===== config.mk =====
export PLATFORM = sky130hd
export DESIGN_NAME = kv_line_fetch
export DESIGN_NICKNAME = d
export VERILOG_FILES = /design/src/rtl/kv_line_fetch.sv
export SDC_FILE = /design/constraint.sdc
export NUM_CORES = 1
export LEC_CHECK = 0
export ABC_AREA = 1
export ABC_CLOCK_PERIOD_IN_PS = 11400
export CAP_MARGIN = 20
export CELL_PAD_IN_SITES_DETAIL_PLACEMENT = 0
export CELL_PAD_IN_SITES_GLOBAL_PLACEMENT = 1
export CORE_MARGIN = 2
export CORE_UTILIZATION = 38
export DETAILED_ROUTE_END_ITERATION = 6
export PLACE_DENSITY = 0.87
export SLEW_MARGIN = 20
export SYNTH_ARGS = -nofsm -noshare
export SYNTH_HDL_FRONTEND = slang
export SYNTH_SLANG_ARGS = --single-unit

===== constraint.sdc =====
create_clock -name i_clk -period 11.4 [get_ports i_clk]
set_input_delay 3.42 -clock i_clk [delete_from_list [all_inputs] [get_ports i_clk]]
set_output_delay 3.42 -clock i_clk [all_outputs]
set_load 0.03 [all_outputs]

===== src/rtl/kv_line_fetch.sv =====
// kv_line_fetch: line-fill engine between the cache miss port and a word-wide memory port.
// Takes one miss request and issues LINE_SIZE pipelined single-word reads. It collects the
// in-order responses into a line buffer and presents the full line to the cache.
// Ports:
//   i_clk, i_rst                         clock, asynchronous active-high reset
//   i_fetch_addr/valid, o_fetch_ready    miss request channel (one line in flight)
//   o_line_data/valid, i_line_ready      assembled line channel, word 0 = lowest address
//   o_mem_addr/valid, i_mem_ready        memory read request channel
//   i_mem_data/valid                     memory read response (in order, always accepted)
module kv_line_fetch #(
   parameter int unsigned DATA_WIDTH = 32,
   parameter int unsigned ADDR_WIDTH = 32,
   parameter int unsigned LINE_SIZE  = 4
) (
   input  logic                                  i_clk,
   input  logic                                  i_rst,
   input  logic [ADDR_WIDTH-1:0]                 i_fetch_addr,
   input  logic                                  i_fetch_valid,
   output logic                                  o_fetch_ready,
   output logic [LINE_SIZE-1:0][DATA_WIDTH-1:0]  o_line_data,
   output logic                                  o_line_valid,
   input  logic                                  i_line_ready,
   output logic [ADDR_WIDTH-1:0]                 o_mem_addr,
   output logic                                  o_mem_valid,
   input  logic                                  i_mem_ready,
   input  logic [DATA_WIDTH-1:0]                 i_mem_data,
   input  logic                                  i_mem_valid
);

   localparam int unsigned BYTES = DATA_WIDTH / 8;
   localparam int unsigned IDX_W = $clog2(LINE_SIZE);
   localparam int unsigned CNT_W = IDX_W + 1;
   localparam int unsigned OFF_W = $clog2(LINE_SIZE * BYTES);
   localparam logic [CNT_W-1:0] LINE_CNT = CNT_W'(LINE_SIZE);

   typedef enum logic [1:0] {
      ST_IDLE = 2'd0,
      ST_FILL = 2'd1,
      ST_DONE = 2'd2
   } state_t;

   state_t                 state, state_next;
   logic [CNT_W-1:0]       issue_cnt, issue_next;
   logic [CNT_W-1:0]       recv_cnt, recv_next;
   logic [ADDR_WIDTH-1:0]  base, base_next;
   logic                   line_we;
   logic                   fetch_ready_next;
   logic                   line_valid_next;
   logic                   mem_valid_next;
   logic [ADDR_WIDTH-1:0]  mem_addr_next;

   // Offset bits inside the line are dropped when the base is latched.
   logic unused_addr_bits;
   assign unused_addr_bits = ^i_fetch_addr[OFF_W-1:0];

   // Next-state, counter and registered-output logic.
   always_comb begin
      state_next = state;
      issue_next = issue_cnt;
      recv_next  = recv_cnt;
      base_next  = base;
      line_we    = 1'b0;

      case (state)
         ST_IDLE: begin
            // Responses arriving here belong to no line and are dropped.
            if (i_fetch_valid) begin
               base_next  = {i_fetch_addr[ADDR_WIDTH-1:OFF_W], OFF_W'(0)};
               issue_next = '0;
               recv_next  = '0;
               state_next = ST_FILL;
            end
         end
         ST_FILL: begin
            if (o_mem_valid && i_mem_ready) begin
               issue_next = issue_cnt + CNT_W'(1);
            end
            // Only responses to already-issued reads are accepted.
            if (i_mem_valid && (recv_cnt < issue_cnt)) begin
               line_we   = 1'b1;
               recv_next = recv_cnt + CNT_W'(1);
            end
            if (recv_cnt == LINE_CNT) begin
               state_next = ST_DONE;
            end
         end
         ST_DONE: begin
            if (i_line_ready) begin
               issue_next = '0;
               recv_next  = '0;
               state_next = ST_IDLE;
            end
         end
         default: begin
            state_next = ST_IDLE;
         end
      endcase

      fetch_ready_next = (state_next == ST_IDLE);
      line_valid_next  = (state_next == ST_DONE);
      mem_valid_next   = (state_next == ST_FILL) && (issue_next < LINE_CNT);
      // Address only moves when a new request is presented, so it holds while stalled.
      mem_addr_next    = o_mem_addr;
      if (mem_valid_next) begin
         mem_addr_next = base_next + ADDR_WIDTH'(issue_next) * ADDR_WIDTH'(BYTES);
      end
   end

   // State, counters, registered outputs and line buffer.
   always_ff @(posedge i_clk or posedge i_rst) begin
      if (i_rst) begin
         state         <= ST_IDLE;
         issue_cnt     <= '0;
         recv_cnt      <= '0;
         base          <= '0;
         o_fetch_ready <= 1'b1;
         o_line_valid  <= 1'b0;
         o_mem_valid   <= 1'b0;
         o_mem_addr    <= '0;
         o_line_data   <= '0;
      end else begin
         state         <= state_next;
         issue_cnt     <= issue_next;
         recv_cnt      <= recv_next;
         base          <= base_next;
         o_fetch_ready <= fetch_ready_next;
         o_line_valid  <= line_valid_next;
         o_mem_valid   <= mem_valid_next;
         o_mem_addr    <= mem_addr_next;
         if (line_we) begin
            o_line_data[recv_cnt[IDX_W-1:0]] <= i_mem_data;
         end
      end
   end

endmodule


==> key figures, run 1 <==
Worst hold path
  – Hold Crit Class: reg2reg
  – Hold Path Depth: 2

Finish
  – Antenna diode count: 0
  – Layout cells sized above 1: between 20% and 30%
  – Synthesis-to-finish area growth: 37.6%
  – Commonest non-fill, non-tap cell in the layout: clkdlybuf4s50_1
  – Final Core Density: a little over half
  – Most frequent cells in the layout: clkdlybuf4s50_1 (228), dfrtp_1 (202), nand2_1 (183)
  – Layout Nets: ~1100

Synth
  – Post-synthesis compound-gate area fraction: 3.09%
  – Cell Area, Synth: around 8900 um2
  – Synth area leader: dfrtp_1
  – Flops & latches, synth: roughly 200
  – Synthesized Nets: a little under 900
  – Post-synthesis sequential area ratio: a little under three fifths
  – Top cell type's share of synthesized area: 57.0%
  – Netlist cell types: 37
  – Largest family of logic cells by synthesized area: multiplexers
  – Synth Instances: about 800
  – Area contributors post-synth: dfrtp_1 (57%), mux2_2 (16%), nand2_1 (7.7%)
  – Mux share of post-synthesis cell area: 16.2%
  – Total number of yosys warnings: 0
  – Avg Cell Area, Syn: between 10 and 15 um2
  – Post-Synth Adder-Cell Area: under 10%
  – Simple-Gate Fraction of Synth Area: roughly 15%
  – Post-synthesis xor/xnor area fraction: roughly 1.4%

Floorplanning
  – Die height: approximately 160 um
  – Die ar.: 24600 um2
  – Core area: between 20000 and 25000 um2
  – Overall die width: ~160 um
  – Row cnt: 55
  – Boundary Pins: 233
  – Initial Util: 39.0%

Setup path
  – WP data arrival: approximately 6.4 ns
  – Critical Path Sink Type: flip-flop
  – WP data required: 11.77 ns
  – Cells on worst reg2reg path: 15
  – Startpoint types: primary input
  – CP max FO: 46
  – Crit Path Class: in2reg

Clock network
  – Clk root buf: clkbuf_16
  – Hold buffers post-CTS: 0
  – CTS H-tree lvls: 1
  – Clk slew on worst S/H paths: around 0.060 ns
  – Clock sinks: between 200 and 250
  – Setup bufs post-CTS: 0
  – CTS buffer count: 23
  – Worst skew pair latency: about 0.50 ns
  – Resized Gates After CTS: 0
  – CTS tree: done
  – Clock buffer depth: 3

Global routing
  – First-pass GRT wire length: roughly 36000 um
  – Initial antenna violation count: 0
  – GRT Residual Overflow: 0
  – Pin count of the biggest net entering global routing: approximately 130
  – Vias in the first global route: around 6500
  – Global-route usage over all layers: between 10% and 20%

Timing
  – # setup viols final: 0
  – Worst Max-Slew Pin Slew: around 1.1 ns
  – RSZ-0062 raised after global routing: no
  – WHS: roughly 0.48 ns
  – Setup TNS: 0 ns
  – Final worst path period share: ~53%
  – Max Clock Skew: approximately 0.015 ns
  – Final Max Slew Viols: 0
  – Max Fclk: between 150 and 200 MHz
  – Post-route minimum period: between 6 and 7 ns
  – Max-Slew Margin vs Limit: between 20% and 30%
  – Fin. Hold Viols: 0

Placement
  – Dpl hpwl: between 15000 and 20000 um
  – Number of I/O port buffers: approximately 230
  – Routability cong.: roughly 0.9

Pwr
  – Sw Share: around two fifths
  – Peak supply drop: 0.169 mV
  – PwrDens: approximately 340 nW/um2
  – Lkg Pwr: about 5.5 nW
  – Combinational share of power: 52.0%
  – Share of total power in the clock network: between 15 and 20%
  – P_int: approximately 0.0024 W
  – Seq pwr share: between 30% and 40%
  – P_sw: roughly 0.0017 W

Route
  – First-pass DRT Iterations: 4
  – Detailed Route WL: between 20000 and 25000 um
  – ANT nets after route: 0
  – Vias/cell: around 4.7
  – Wire per inst: 16.9 um
  – Drt drc: 0
  – Detailed router's first-iteration violation count: ~280
  – Vias post-DR: ~6400

Status
  – Outcome: finished clean

Job
  – Max Cap Viol: 0
final timing paths:
check	startpoint	end	slack, ns
max in group asynchronous	i_rst	o_line_data[30]$_DFFE_PP0P_	6.41
worst max register to register	state[1]$_DFF_PP0_	o_mem_addr[24]$_DFFE_PP0P_	8.38
worst min-delay path	o_mem_addr[1]$_DFFE_PP0P_	o_mem_addr[1]$_DFFE_PP0P_	0.48
min in group asynchronous	i_rst	o_line_valid$_DFF_PP0_	3.54
worst max-delay path	i_fetch_valid	o_mem_addr[24]$_DFFE_PP0P_	5.37
worst min register to register	o_mem_addr[1]$_DFFE_PP0P_	o_mem_addr[1]$_DFFE_PP0P_	0.48
power groups by stage:
stage	registers [W]	logic [W]	clock network (W)
after global placement	0.00123	0.00212	0
final	0.00124	0.00213	0.000729
after CTS	0.00124	0.00215	0.000748
after global routing	0.00128	0.00229	0.000777
after floorplan	0.00179	0.000778	0
after detailed placement	0.00125	0.00214	0
cells by family (layout without fill, tap and decap cells):
| group | count (synthesis) | in the layout |
|---|---|---|
| multiplexers | 128 | 128 |
| adder cells (fa/ha/maj) | 10 | 10 |
| AND/OR/NAND/NOR | 305 | 305 |
| buffers and inverters | 95 | 341 |
| AO/OA/AOI/OAI | 44 | 44 |
| XOR/XNOR | 14 | 14 |
| flip-flops | 203 | 203 |
worst max-delay path, cell delays in order:
cell and delay, ns:
clkdlybuf4s50_1 0.53, nand2_8 0.33, clkinv_2 0.35, nor2_1 0.27, ha_1 0.23, fa_1 0.24, inv_1 0.07, o21ai_2 0.18
nand2_1 0.16, nor2_2 0.27, nand2_1 0.08, nand2_1 0.06, nand2_1 0.05, nand2_1 0.05, nand2_1 0.07
routing by layer:
| metal | part of all wire (%) | wire length, um | track usage, % |
|---|---|---|---|
| met5 | 0 | 0 | 0 |
| met4 | 3.5 | 800 | 6.68 |
| met3 | 7.1 | 1620 | 4.13 |
| met2 | 47 | 10900 | 31.2 |
| met1 | 42 | 9710 | 23.3 |
cell type report:
type | count | area [um2]
clock buffers | 31 | 666
clock inverters | 6 | 83.8
repair buffers | 232 | 2340
well taps | 313 | 392
inverters | 72 | 279
multi-input cells | 501 | 3370
fillers | 2002 | 10600
flip-flops and latches | 203 | 5080
cell usage after synthesis (all sizes together):
| cell | instances |
|---|---|
| nor3 | 5 |
| clkinv | 2 |
| nand3b | 2 |
| buf | 21 |
| a21oi | 4 |
| xor2 | 14 |
| ha | 9 |
| a21o | 1 |
| dfrtp | 202 |
| o21ai | 35 |
| or2 | 3 |
| fa | 1 |
| o211ai | 2 |
| nand2 | 198 |
| o21a | 1 |
| mux2 | 128 |
| nand3 | 32 |
| nand4 | 10 |
| o31ai | 1 |
| nor2 | 55 |
| dfstp | 1 |
| clkbuf | 2 |
| inv | 70 |
state kept, by name (all words and copies together) (netlist names):
signal and cells:
o_line_data 128, base 32, o_mem_addr 32, issue_cnt 3, recv_cnt 3, state 2, o_fetch_ready 1, o_line_valid 1
o_mem_valid 1
per-stage QoR:
stage          std cells  area, um2  power (W)  worst slack, ns
2_1_floorplan        799       8870    0.00257             2.44
3_5_place_dp        1319      11400    0.00339             4.90
4_1_cts             1356      12200    0.00414             5.42
3_3_place_gp        1319      11400    0.00335             4.96
5_1_grt             1358      12200    0.00434             5.10
6_report            1358      12200    0.00410             5.37
No activity file was read; power rests on OpenSTA's default activity.
==> run 2: changes to the inputs <==
ABC_CLOCK_PERIOD_IN_PS = 5700   (was 11400)
clock period = 5.7 ns   (was 11.4 ns; I/O delays follow)
==> run 2 against run 1 <==
  * Hold slack got worse by 0.0021 ns
  * Worst setup slack got worse by 3.6 ns
  * Clock-buffer cell count increased by 3
  * Final area decreased by 0.22%
  * Sequential share of layout area increased by 0.090 points
  * Via count decreased by 0.40%
  * Register-to-register slack got worse by 5.6 ns
  * Critical path type unchanged
  * Largest power group unchanged
==> key figures, run 2 (same netlist as run 1, synthesis figures left out) <==
Timing
  – Final worst path period share: between 60 and 70%
  – Post-route setup slack: approximately 1.8 ns
  – RSZ-0062 raised after global routing: no
  – Worst Max-Slew Pin Slew: 1.10 ns
  – # setup viols final: 0
  – Max Fclk: between 200 and 300 MHz
  – Post-route minimum period: 3.90 ns
  – Final Max Slew Viols: 0
  – Fin. Hold Viols: 0
  – Max Clock Skew: around 0.0080 ns
  – WHS: 0.474 ns
  – Max-Slew Margin vs Limit: around a quarter
  – Setup TNS: 0 ns

Floorplanning
  – Die height: between 150 and 200 um
  – Core area: 22800 um2
  – Overall die width: 157 um
  – Die ar.: approximately 25000 um2
  – Boundary Pins: 233
  – Initial Util: about two fifths
  – Row cnt: between 50 and 60

Setup path
  – Critical Path Sink Type: flip-flop
  – Sum of buffers and inverters on the critical path: 3
  – Startpoint types: primary input
  – CP Depth: 13
  – Top delay family on crit path: simple AND/OR/NAND/NOR gates
  – Cells on worst reg2reg path: 6
  – WP data arrival: around 4.3 ns
  – Largest stage delay on the critical path: approximately 0.52 ns
  – CP cell instances: clkdlybuf4s50_1, nand2_8, clkinv_2, nor2_1, ha_1, fa_1, inv_1, o21ai_2, nand3_2, nor2_2, nand3_1, nand3_1, nand2_1
  – WP data required: 6.08 ns
  – CP max FO: 17
  – CP dominant cell by count: nand3_1
  – R2r setup slk: around 2.8 ns
  – Crit Path Class: in2reg
  – Slowest CP cell: clkdlybuf4s50_1

Route
  – Detailed Route WL: roughly 22000 um
  – Vias post-DR: about 6400
  – Vias/cell: roughly 4.7
  – First-pass DRT Iterations: 5
  – Wire per inst: about 16 um
  – ANT nets after route: 0
  – Drt drc: 0
  – Detailed router's first-iteration violation count: about 290

Pwr
  – Total power: between 0.008 and 0.009 W
  – Lkg Pwr: between 5 and 6 nW
  – Peak supply drop: 0.321 mV
  – PwrDens: approximately 670 nW/um2

Placement
  – Routability cong.: around 0.9
  – Pre-CTS setup slack: 1.25 ns
  – Placed cell count: between 1000 and 1500
  – Number of I/O port buffers: approximately 230
  – Dpl hpwl: ~16000 um

Worst hold path
  – Hold Crit Class: reg2reg
  – Hold Path Depth: 2

Clock network
  – Hold buffers post-CTS: 0
  – Setup bufs post-CTS: 0
  – Clk slew on worst S/H paths: ~0.060 ns
  – Clock sinks: roughly 200
  – Resized Gates After CTS: 0
  – Clock buffer depth: 3
  – CTS H-tree lvls: 1
  – Clk root buf: clkbuf_16
  – CTS buffer count: 23
  – CTS tree: done
  – Worst skew pair latency: roughly 0.50 ns

Finish
  – Layout cells sized above 1: about 22%
  – Layout Nets: approximately 1100
  – Commonest non-fill, non-tap cell in the layout: clkdlybuf4s50_1
  – Antenna diode count: 0
  – Most frequent cells in the layout: clkdlybuf4s50_1 (228), dfrtp_1 (202), nand2_1 (183)
  – Largest Register: o_line_data
  – Synthesis-to-finish area growth: 37.3%
  – Fill cells: 2011
  – Biggest regs: o_line_data: 128 flops, base: 32 flops, o_mem_addr: 32 flops
  – Sequential cell area: 5080 um2
  – Largest register FFs: roughly 130
  – Multi-input gate area: around 3400 um2
  – Final Non-Filler Cells: 1362

Global routing
  – Initial antenna violation count: 1
  – Pin count of the biggest net entering global routing: approximately 130
  – GRT Residual Overflow: 0
  – Global-route usage over all layers: approximately 18%
  – Vias in the first global route: 6419
  – First-pass GRT wire length: about 35000 um

Job
  – Max Cap Viol: 0

Status
  – Outcome: finished clean
run 2: cell count changes in the layout (fill, tap and decap cells not counted), sizes merged:
cell	previous run	this run
buf	4	5
clkinv	6	5
clkbuf	31	34
bufinv	2	1
clkinvlp	0	2
run 2: routing by layer:
layer / GRT usage (%) / up-vias / share of wire [%]
met1: 22.4 / 3064 / 42
met2: 31.0 / 235 / 48
met4: 5.16 / 2 / 2.3
li1: - / 3084 / -
met5: 0 / - / 0.081
met3: 4.21 / 36 / 7.6
run 2: final timing paths:
path                                      startpoint                          end
max                                    i_fetch_valid   o_mem_addr[20]$_DFFE_PP0P_
min                        o_mem_addr[0]$_DFFE_PP0P_    o_mem_addr[0]$_DFFE_PP0P_
max reg2reg                   issue_cnt[2]$_DFF_PP0_  o_line_data[27]$_DFFE_PP0P_
min reg2reg                o_mem_addr[0]$_DFFE_PP0P_    o_mem_addr[0]$_DFFE_PP0P_
max in group asynchronous                      i_rst   o_mem_addr[21]$_DFFE_PP0P_
min in group asynchronous                      i_rst      recv_cnt[1]$_DFFE_PP0P_
run 2: final cells by class:
class / instances / share of cell area [%]
clock inverters: 6 / 0.534
multi-input cells: 501 / 27.7
well taps: 313 / 3.21
clock buffers: 34 / 5.47
inverters: 72 / 2.26
repair buffers: 233 / 19.1
flip-flops and latches: 203 / 41.7
run 2: worst reg2reg max path: stages (launching register included):
cell	delay, ns
dfrtp_1	0.38
inv_1	0.08
ha_1	0.30
a21oi_1	0.14
nand4_1	0.43
nor2_4	0.99
mux2_2	0.46
run 2: power by group:
group | total [W] | leakage [nW] | switching, W | internal (W)
clock network | 0.00142 | 0.357 | 0.000571 | 0.000853
registers | 0.00247 | 2.48 | 0.000334 | 0.00213
logic | 0.00424 | 2.61 | 0.00251 | 0.00173
total | 0.00813 | 5.45 | 0.00342 | 0.00472
run 2: stage by stage:
step / area (um2) / util (%)
6_report: 12200 / 53.5
3_3_place_gp: 11400 / 50.3
5_1_grt: 12200 / 53.5
4_1_cts: 12200 / 53.5
3_5_place_dp: 11400 / 50.3
2_1_floorplan: 8880 / -
==> run 3: changes to the inputs <==
ABC_CLOCK_PERIOD_IN_PS = 3600   (was 5700)
clock period = 3.6 ns   (was 5.7 ns; I/O delays follow)
==> run 3 against run 2 <==
  * Worst setup slack lost 1.2 ns
  * Cell count is 0.95% higher
  * Critical path depth grew 5
  * Final area increased by 1.5%
  * Total power increased by 60%
  * Combinational power grew 61%
  * Largest power group unchanged
==> key figures, run 3 (same netlist as run 1, synthesis figures left out) <==
Status
  – Outcome: finished clean

Clock network
  – Clock buffer depth: 3
  – Setup bufs post-CTS: 0
  – CTS buffer count: 23
  – Resized Gates After CTS: 0
  – Clk root buf: clkbuf_16
  – Clock sinks: 203
  – Hold buffers post-CTS: 0
  – CTS tree: done
  – CTS H-tree lvls: 1
  – Worst skew pair latency: 0.50 ns
  – Clk slew on worst S/H paths: roughly 0.060 ns

Finish
  – Final Core Density: between 50% and 60%
  – Largest register FFs: roughly 130
  – Biggest regs: o_line_data: 128 flops, base: 32 flops, o_mem_addr: 32 flops
  – Layout Nets: about 1100
  – Design area: roughly 12000 um2
  – Multi-input gate area: roughly 3400 um2
  – Antenna diode count: 0
  – Largest Register: o_line_data
  – Commonest non-fill, non-tap cell in the layout: clkdlybuf4s50_1
  – Fill cells: roughly 2000
  – Sequential cell area: 5080 um2
  – Layout cells sized above 1: about a quarter
  – Most frequent cells in the layout: clkdlybuf4s50_1 (228), dfrtp_1 (202), nand2_1 (183)
  – Synthesis-to-finish area growth: 39.3%

Placement
  – Dpl hpwl: ~17000 um
  – Placed cell area: around 12000 um2
  – Number of I/O port buffers: about 230
  – Routability cong.: 0.889

Setup path
  – WP data required: around 4.0 ns
  – CP max FO: 6
  – WP data arrival: 3.38 ns
  – Critical Path Sink Type: flip-flop
  – Crit Path Class: in2reg
  – Largest stage delay on the critical path: about 0.48 ns
  – Startpoint types: primary input
  – Slowest CP cell: clkdlybuf4s50_1
  – CP cell instances: clkdlybuf4s50_1, inv_1, nand2_1, nand2_1, o21ai_0, o21ai_0, buf_4, ha_1, a21o_1, nand2_1, nand2_2, nand2_1, nor2_1, nand3_1, nand2_1, nand2_1, nand2_1, nand2_1
  – Top delay family on crit path: simple AND/OR/NAND/NOR gates
  – Sum of buffers and inverters on the critical path: 3
  – CP dominant cell by count: nand2_1

Pwr
  – Lkg Pwr: roughly 5.6 nW
  – Total power: approximately 0.013 W
  – Peak supply drop: roughly 0.44 mV
  – PwrDens: roughly 1100 nW/um2

Global routing
  – First-pass GRT wire length: ~35000 um
  – Initial antenna violation count: 0
  – GRT Residual Overflow: 0
  – Pin count of the biggest net entering global routing: 72
  – Vias in the first global route: approximately 6500
  – Global-route usage over all layers: between 10% and 20%

Route
  – ANT nets after route: 0
  – Drt drc: 0
  – Vias/cell: around 4.7
  – Detailed Route WL: 22800 um
  – Detailed router's first-iteration violation count: around 230
  – First-pass DRT Iterations: 4
  – Wire per inst: 16.6 um
  – Vias post-DR: about 6400

Timing
  – Max-Slew Margin vs Limit: a little over half
  – # setup viols final: 0
  – Setup TNS: 0 ns
  – Max Clock Skew: 0.00869 ns
  – Final Max Slew Viols: 0
  – Post-route minimum period: 2.98 ns
  – Final worst path period share: just over 80%
  – Max Fclk: ~340 MHz
  – Worst Max-Slew Pin Slew: 0.688 ns
  – RSZ-0062 raised after global routing: no
  – Fin. Hold Viols: 0

Floorplanning
  – Core area: between 20000 and 25000 um2
  – Initial Util: between 30% and 40%
  – Row cnt: 55
  – Die height: around 160 um
  – Die ar.: 24600 um2
  – Overall die width: around 160 um
  – Boundary Pins: between 200 and 250

Worst hold path
  – Hold Crit Class: reg2reg

Job
  – Max Cap Viol: 0
run 3: cell types whose count changed in the layout (fill, tap and decap cells not counted), sizes merged:
cell / before / now
clkinv: 5 / 3
buf: 5 / 19
inv: 70 / 71
run 3: per-layer routing:
| metal | share of wire, % | global-route usage [%] |
|---|---|---|
| met1 | 42 | 22.8 |
| met2 | 49 | 32.2 |
| met3 | 7.2 | 3.79 |
| met4 | 1.8 | 4.24 |
| met5 | 0 | 0 |
run 3: final timing paths:
check	from	end	slack, ns	depth (start not counted)
setup / recovery	i_fetch_valid	o_mem_addr[27]$_DFFE_PP0P_	0.62	18
hold / removal	o_mem_addr[3]$_DFFE_PP0P_	o_mem_addr[3]$_DFFE_PP0P_	0.48	2
setup reg to reg	state[0]$_DFF_PP0_	o_mem_addr[24]$_DFFE_PP0P_	1.05	16
hold reg to reg	o_mem_addr[3]$_DFFE_PP0P_	o_mem_addr[3]$_DFFE_PP0P_	0.48	2
max in group asynchronous	i_rst	o_line_data[2]$_DFFE_PP0P_	1.79	3
min in group asynchronous	i_rst	recv_cnt[0]$_DFFE_PP0P_	0.87	2
run 3: power breakdown:
group	internal [W]	leakage (nW)	switching, W
logic	0.00282	2.70	0.00402
registers	0.00338	2.48	0.000538
clock network	0.00139	0.366	0.000901
run 3: area by class of cell:
cell class	count	share of cell area [%]
flip-flops and latches	203	41.1
repair buffers	247	20.2
clock inverters	5	0.486
inverters	72	2.23
well taps	313	3.17
multi-input cells	501	27.3
clock buffers	34	5.56
run 3: worst reg2reg max path: stages (launching register included):
cell      delay [ns]
dfrtp_1         0.43
inv_1           0.10
nand2_1         0.05
nor2_1          0.15
inv_1           0.11
o211ai_1        0.25
ha_1            0.24
fa_1            0.21
inv_1           0.06
o21ai_2         0.17
nand2_1         0.15
nor2_2          0.23
nand2_1         0.08
nand2_1         0.06
nand2_1         0.05
nand2_1         0.05
nand2_1         0.05
run 3: per-stage QoR:
step | hold slack, ns | worst slack (ns) | std cells
6_report | 0.479 | 0.616 | 1375
5_1_grt | 0.508 | 0.396 | 1375
4_1_cts | 0.484 | 0.596 | 1375
3_5_place_dp | 0.465 | 0.0666 | 1336
3_3_place_gp | 0.467 | 0.100 | 1336
2_1_floorplan | 0.465 | -0.109 | 799
